$ cat src/rtl/debounce_arbiter.sv
// debounce_arbiter: per-channel sync + tick-based debounce, round-robin arbitration of level-change events.
// Define DBNC_TIMESTAMP_EN to add the evtStamp port carrying the tick count captured at commit.
module debounce_arbiter #(
  parameter int NUM_CH       = 4,
  parameter int PRESCALE     = 1000,
  parameter int STABLE_TICKS = 4,
  parameter int CNT_W        = 16
) (
  input  logic                      clk,
  input  logic                      rst_n,
  input  logic                      enable,
  input  logic [NUM_CH-1:0]         signalIn,
  output logic [NUM_CH-1:0]         signalOut,
  output logic                      evtValid,
  input  logic                      evtReady,
  output logic [$clog2(NUM_CH)-1:0] evtCh,
  output logic                      evtLevel,
`ifdef DBNC_TIMESTAMP_EN
  output logic [15:0]               evtStamp,
`endif
  output logic                      overflow
);
  localparam int CH_W = $clog2(NUM_CH);
  typedef enum logic {IDLE, OFFER} state_t;
  state_t            r_state, w_state;
  logic [NUM_CH-1:0] r_s1, r_s2, r_pend, r_plvl, w_commit;
  logic [CNT_W-1:0]  r_pre;
  logic [CNT_W-1:0]  r_cnt [NUM_CH];
  logic [CH_W-1:0]   r_last, w_sel, w_idx;
  logic              w_tick, w_load;
  generate
    if ((((PRESCALE - 1) >> CNT_W) != 0) || (((STABLE_TICKS - 1) >> CNT_W) != 0)) begin : g_width_chk
      $error("PRESCALE-1 and STABLE_TICKS-1 must fit in CNT_W bits");
    end
  endgenerate
  assign w_tick   = enable && (r_pre == CNT_W'(PRESCALE - 1));
  assign evtValid = (r_state == OFFER);
  always_comb begin
    for (int i = 0; i < NUM_CH; i++)
      w_commit[i] = w_tick && (r_s2[i] != signalOut[i]) && (r_cnt[i] == CNT_W'(STABLE_TICKS - 1));
  end
  // Walk downward so the last hit is the nearest pending channel after lastGrant.
  always_comb begin
    w_sel  = '0;
    w_idx  = '0;
    w_load = 1'b0;
    for (int k = NUM_CH; k >= 1; k--) begin
      w_idx = CH_W'((int'(r_last) + k) % NUM_CH);
      if (r_pend[w_idx]) begin
        w_sel  = w_idx;
        w_load = (r_state == IDLE);
      end
    end
    w_state = (r_state == IDLE) ? (w_load ? OFFER : IDLE) : (evtReady ? IDLE : OFFER);
  end
  always_ff @(posedge clk) begin
    if (!rst_n) r_state <= IDLE;
    else r_state <= w_state;
  end
  always_ff @(posedge clk) begin
    if (!rst_n) begin
      r_s1      <= '0;
      r_s2      <= '0;
      r_pre     <= '0;
      signalOut <= '0;
      r_pend    <= '0;
      r_plvl    <= '0;
      r_last    <= CH_W'(NUM_CH - 1);
      evtCh     <= '0;
      evtLevel  <= 1'b0;
      overflow  <= 1'b0;
      for (int i = 0; i < NUM_CH; i++) r_cnt[i] <= '0;
    end else begin
      r_s1  <= signalIn;
      r_s2  <= r_s1;
      r_pre <= (!enable || w_tick) ? '0 : r_pre + 1'b1;
      if (w_load) begin
        evtCh    <= w_sel;
        evtLevel <= r_plvl[w_sel];
      end
      if (r_state == OFFER && evtReady) r_last <= evtCh;
      for (int i = 0; i < NUM_CH; i++) begin
        if (!enable || (r_s2[i] == signalOut[i]) || w_commit[i]) r_cnt[i] <= '0;
        else if (w_tick) r_cnt[i] <= r_cnt[i] + 1'b1;
        // A commit racing the load of its own channel re-arms pend without losing anything.
        if (w_commit[i]) begin
          signalOut[i] <= r_s2[i];
          r_pend[i]    <= 1'b1;
          r_plvl[i]    <= r_s2[i];
          if (r_pend[i] && !(w_load && w_sel == CH_W'(i))) overflow <= 1'b1;
        end else if (w_load && w_sel == CH_W'(i)) begin
          r_pend[i] <= 1'b0;
        end
      end
    end
  end
`ifdef DBNC_TIMESTAMP_EN
  logic [15:0] r_tcnt;
  logic [15:0] r_pstamp [NUM_CH];
  always_ff @(posedge clk) begin
    if (!rst_n) begin
      r_tcnt   <= '0;
      evtStamp <= '0;
      for (int i = 0; i < NUM_CH; i++) r_pstamp[i] <= '0;
    end else begin
      if (w_tick) r_tcnt <= r_tcnt + 1'b1;
      if (w_load) evtStamp <= r_pstamp[w_sel];
      for (int i = 0; i < NUM_CH; i++)
        if (w_commit[i]) r_pstamp[i] <= r_tcnt;
    end
  end
`endif
endmodule

$ cat config.mk
export PLATFORM = sky130hd
export DESIGN_NAME = debounce_arbiter
export DESIGN_NICKNAME = d
export VERILOG_FILES = /design/src/rtl/debounce_arbiter.sv
export SDC_FILE = /design/constraint.sdc
export NUM_CORES = 1
export LEC_CHECK = 0
export ABC_AREA = 1
export ABC_CLOCK_PERIOD_IN_PS = 2780
export BUFFER_PORTS_ARGS = -buffer_cell sky130_fd_sc_hd__buf_2
export CAP_MARGIN = 25
export CORE_MARGIN = 3
export CORE_UTILIZATION = 62
export CTS_CLUSTER_DIAMETER = 40
export DETAILED_ROUTE_END_ITERATION = 10
export PLACE_DENSITY = 0.79
export SYNTH_ARGS = -nofsm -noshare
export SYNTH_HDL_FRONTEND = slang
export SYNTH_SLANG_ARGS = --single-unit
$ cat constraint.sdc
create_clock -name clk -period 2.78 [get_ports clk]
set_input_delay 0.139 -clock clk [delete_from_list [all_inputs] [get_ports clk]]
set_output_delay 0.139 -clock clk [all_outputs]
set_load 0.05 [all_outputs]
==> key figures <==
Status
  – Outcome: complete, no violations

Route
  – Top Metal Used: met4
  – Final WL: 9.95 mm
  – TritonRoute pass-1 iters: 4
  – Met3 WL: 340 um
  – Drc violations: 0
  – 1st-iter DRT viols: 171
  – DR WL met2: 4.52 mm
  – DRT met1 WL: 4.92 mm
  – Via count: 4264
  – Via density: 5.45
  – WL/cell: 12.7 um
  – Post-route antenna net violation count: 0

Pwr
  – Switch Pwr: 0.711 mW
  – Sw Share: 25.8%
  – Clock power frac: 33.8%
  – Pint: 2.04 mW
  – Maximum vdd drop: 0.000351 V
  – Power density over cell area: 477 nW/um^2
  – Sequential Power Share: 60.6%
  – Pleak: 2.15 nW
  – Gate power share: 5.6%

Hold path
  – Hold Startpoint: evtReady
  – HP Class: input pin to flop
  – Worst Hold Depth: 4
  – Worst hold path endpoint: evtValid

Synth
  – Cell variety after synth: 40
  – Synth Net Count: 658
  – Ys async rst share: 0%
  – Synthesized area per cell: 8.27 um^2
  – Ys flop type: edfxtp_1
  – Syn. warnings: 0
  – Mapped Area: 5330 um^2
  – Cell count after synthesis: 645
  – Seq cells post-synth: 103
  – Register area share after synthesis: 50.7%
  – Post-synth EDFFs: 64

Timing
  – Fin worst setup slack: 0.462 ns
  – Setup TNS Final: 0 ns
  – Max-slew violations: 0
  – Hold WS: 0.0470 ns
  – Tmin final: 2.32 ns
  – Peak Freq: 431 MHz
  – Worst Tran Pin Value: 0.685 ns
  – Worst Skew: 0.0165 ns
  – RSZ-0062 raised after global routing: false
  – Part of the cycle the worst path needs: 83.4%
  – Fin. Hold Viols: 0
  – Rel. slew slack: 54.2%
  – Endpoints failing setup: 0

Placed design
  – Placed Cells: 763
  – Post-DP Area: 5530 um^2
  – HPWL after DPL: 7.22 mm
  – GP Congestion: 0.830
  – PortBufs: 16
  – Place WS: 0.505 ns

Clock network
  – Num CTS Buffers: 9
  – CTS tree: done
  – Clock sinks: 103
  – Clock tree buffer depth: 2
  – Postcts setup bufs: 0
  – Clk root buf: clkbuf_8
  – CTS clk-pin slew, worst paths: 0.11 ns
  – Clk Latency, worst-skew pair: 0.38 ns
  – Hold-fix buffers at CTS: 4
  – Post-CTS sizing: 0
  – H-tree Lvls: 3

Die
  – Die Span X: 98.8 um
  – Die area: 9750 um^2
  – I/O Pins: 17
  – Chip Height: 98.8 um
  – Initial Utilization: 64.3%
  – Core area: 8300 um^2
  – Row count: 33

Job
  – Max cap viols: 0

Global routing
  – GRT Total Usage: 21.7%
  – First-pass GRT wire length: 17.6 mm
  – Total gr overflow: 0
  – Vias in the first global route: 4042
  – Pin count of the biggest net entering global routing: 22
  – Initial antenna violation count: 0

Critical path
  – Crit Reg-Reg Endpoint: r_cnt[3][10]
  – Worst flop-to-flop path startpoint: r_pre[1]
  – Worst Reg-to-Reg Cells: 7
  – CP startpoint kind: flop
  – CP max-delay cell: nand2_1
  – CP required: 2.79 ns
  – Most frequent CP cell: nor2_1
  – Crit-path leading delay family: simple AND/OR/NAND/NOR gates
  – R2R Setup Slk: 0.46 ns
  – Critical-path cell list: ha_1 > nand4_1 > nor2_4 > nand3_1 > nor2_1 > nor2_1 > nand2_1
  – CP Depth: 7
  – Critical Path Fanout Max: 16
  – WP buf/inv: 0
  – CP max stage delay: 0.51 ns
  – Critical path type: flop to flop
  – Data arrival, critical path: 2.33 ns
  – Crit end category: flop

Final layout
  – Final nets: 686
  – N_diodes: 0
  – Finished Layout Cells: 783
  – Commonest non-fill, non-tap cells in the layout: nand2_1 (124), inv_1 (92), nor2_1 (92)
  – Layout area overhead: 8.14%
  – Commonest non-fill, non-tap cell in the layout: nand2_1
  – Share of post-route cells with drive strength above 1: 9.14%
  – Final instance area: 5770 um^2
## per-layer routing
layer,vias up,GRT usage [%]
met2,67,35.0
met5,-,0
met3,13,3.61
li1,2205,-
met4,0,7.67
met1,1979,29.7
## power by group through the flow
stage	Clock [mW]	Sequential [mW]	Combinational, mW
after floorplan	0	1.73	0.0829
after global placement	0	1.70	0.145
after detailed placement	0	1.70	0.148
after CTS	0.950	1.67	0.153
after global routing	0.999	1.67	0.173
final	0.930	1.67	0.153
## how the worst max path moves through the flow
stage                      from            to
floorplan             r_plvl[3]   r_cnt[3][0]
detailed placement     r_pre[0]  r_cnt[3][11]
global placement       r_pre[0]  r_cnt[3][11]
finish                 r_pre[1]  r_cnt[3][10]
CTS                    r_pre[1]  r_cnt[3][12]
global route        r_cnt[3][0]  r_cnt[3][12]
## cell families (layout without fill, tap and decap cells)
| kind of cell | count (synthesis) | count (layout) | share of synthesized area [%] |
|---|---|---|---|
| adder cells (fa/ha/maj) | 5 | 5 | 1.17 |
| flip-flops | 103 | 103 | 50.7 |
| AO/OA/AOI/OAI | 83 | 83 | 8.54 |
| XOR/XNOR | 19 | 19 | 3.12 |
| AND/OR/NAND/NOR | 331 | 331 | 28.9 |
| buffers and inverters | 104 | 137 | 7.62 |
## cells in the mapped netlist, types with 2 or more instances
cell / instances / area, um^2
nand2_1: 124 / 465
inv_1: 92 / 345
nor2_1: 92 / 345
edfxtp_1: 64 / 1920
a21oi_1: 47 / 235
nand3_1: 43 / 215
dfxtp_1: 39 / 781
nand4_1: 19 / 119
o21ai_0: 18 / 90.1
nor3_1: 16 / 80.1
xor2_1: 11 / 96.3
xnor2_1: 8 / 70.1
nor4_1: 7 / 43.8
o21a_1: 7 / 52.6
nor3_2: 6 / 60.1
nor3b_1: 6 / 45.0
ha_1: 5 / 62.6
a31oi_1: 4 / 25.0
clkbuf_1: 3 / 11.3
inv_2: 3 / 11.3
o211ai_1: 3 / 22.5
or2_2: 3 / 18.8
a21oi_2: 2 / 17.5
buf_4: 2 / 15.0
clkinv_1: 2 / 7.51
nand3_2: 2 / 20.0
nand4_2: 2 / 25.0
nor2_2: 2 / 12.5
nor4_2: 2 / 25.0
## state kept, by name (all words and copies together) (netlist names)
register	count
r_cnt	64
r_pre	16
r_pend	4
r_s1	4
r_s2	4
r_plvl	3
evtCh	2
r_last	2
evtLevel	1
evtValid	1
overflow	1
signalOut	1
## area by class of cell
class / instances / area (um^2)
Sequential cell: 103 / 2700
Fill cell: 650 / 2530
Multi-Input combinational cell: 438 / 2220
Inverter: 98 / 369
Timing Repair Buffer: 23 / 143
Tap cell: 105 / 131
Clock buffer: 9 / 124
Clock inverter: 7 / 73.8
## worst register-to-register path, delay by kind of cell (launching register included)
family | cells | cell delay (ns)
fa+ha+maj | 1 | 0.20
flops | 1 | 0.38
simple gates | 6 | 1.36
## stage by stage
| stage | power [mW] | utilization (%) |
|---|---|---|
| after global placement | 1.85 | 66.6 |
| final | 2.75 | 69.5 |
| after floorplan | 1.81 | - |
| after CTS | 2.77 | 69.5 |
| after global routing | 2.85 | 69.5 |
| after detailed placement | 1.85 | 66.6 |
Note: power is estimated with default switching activity, not from simulation.
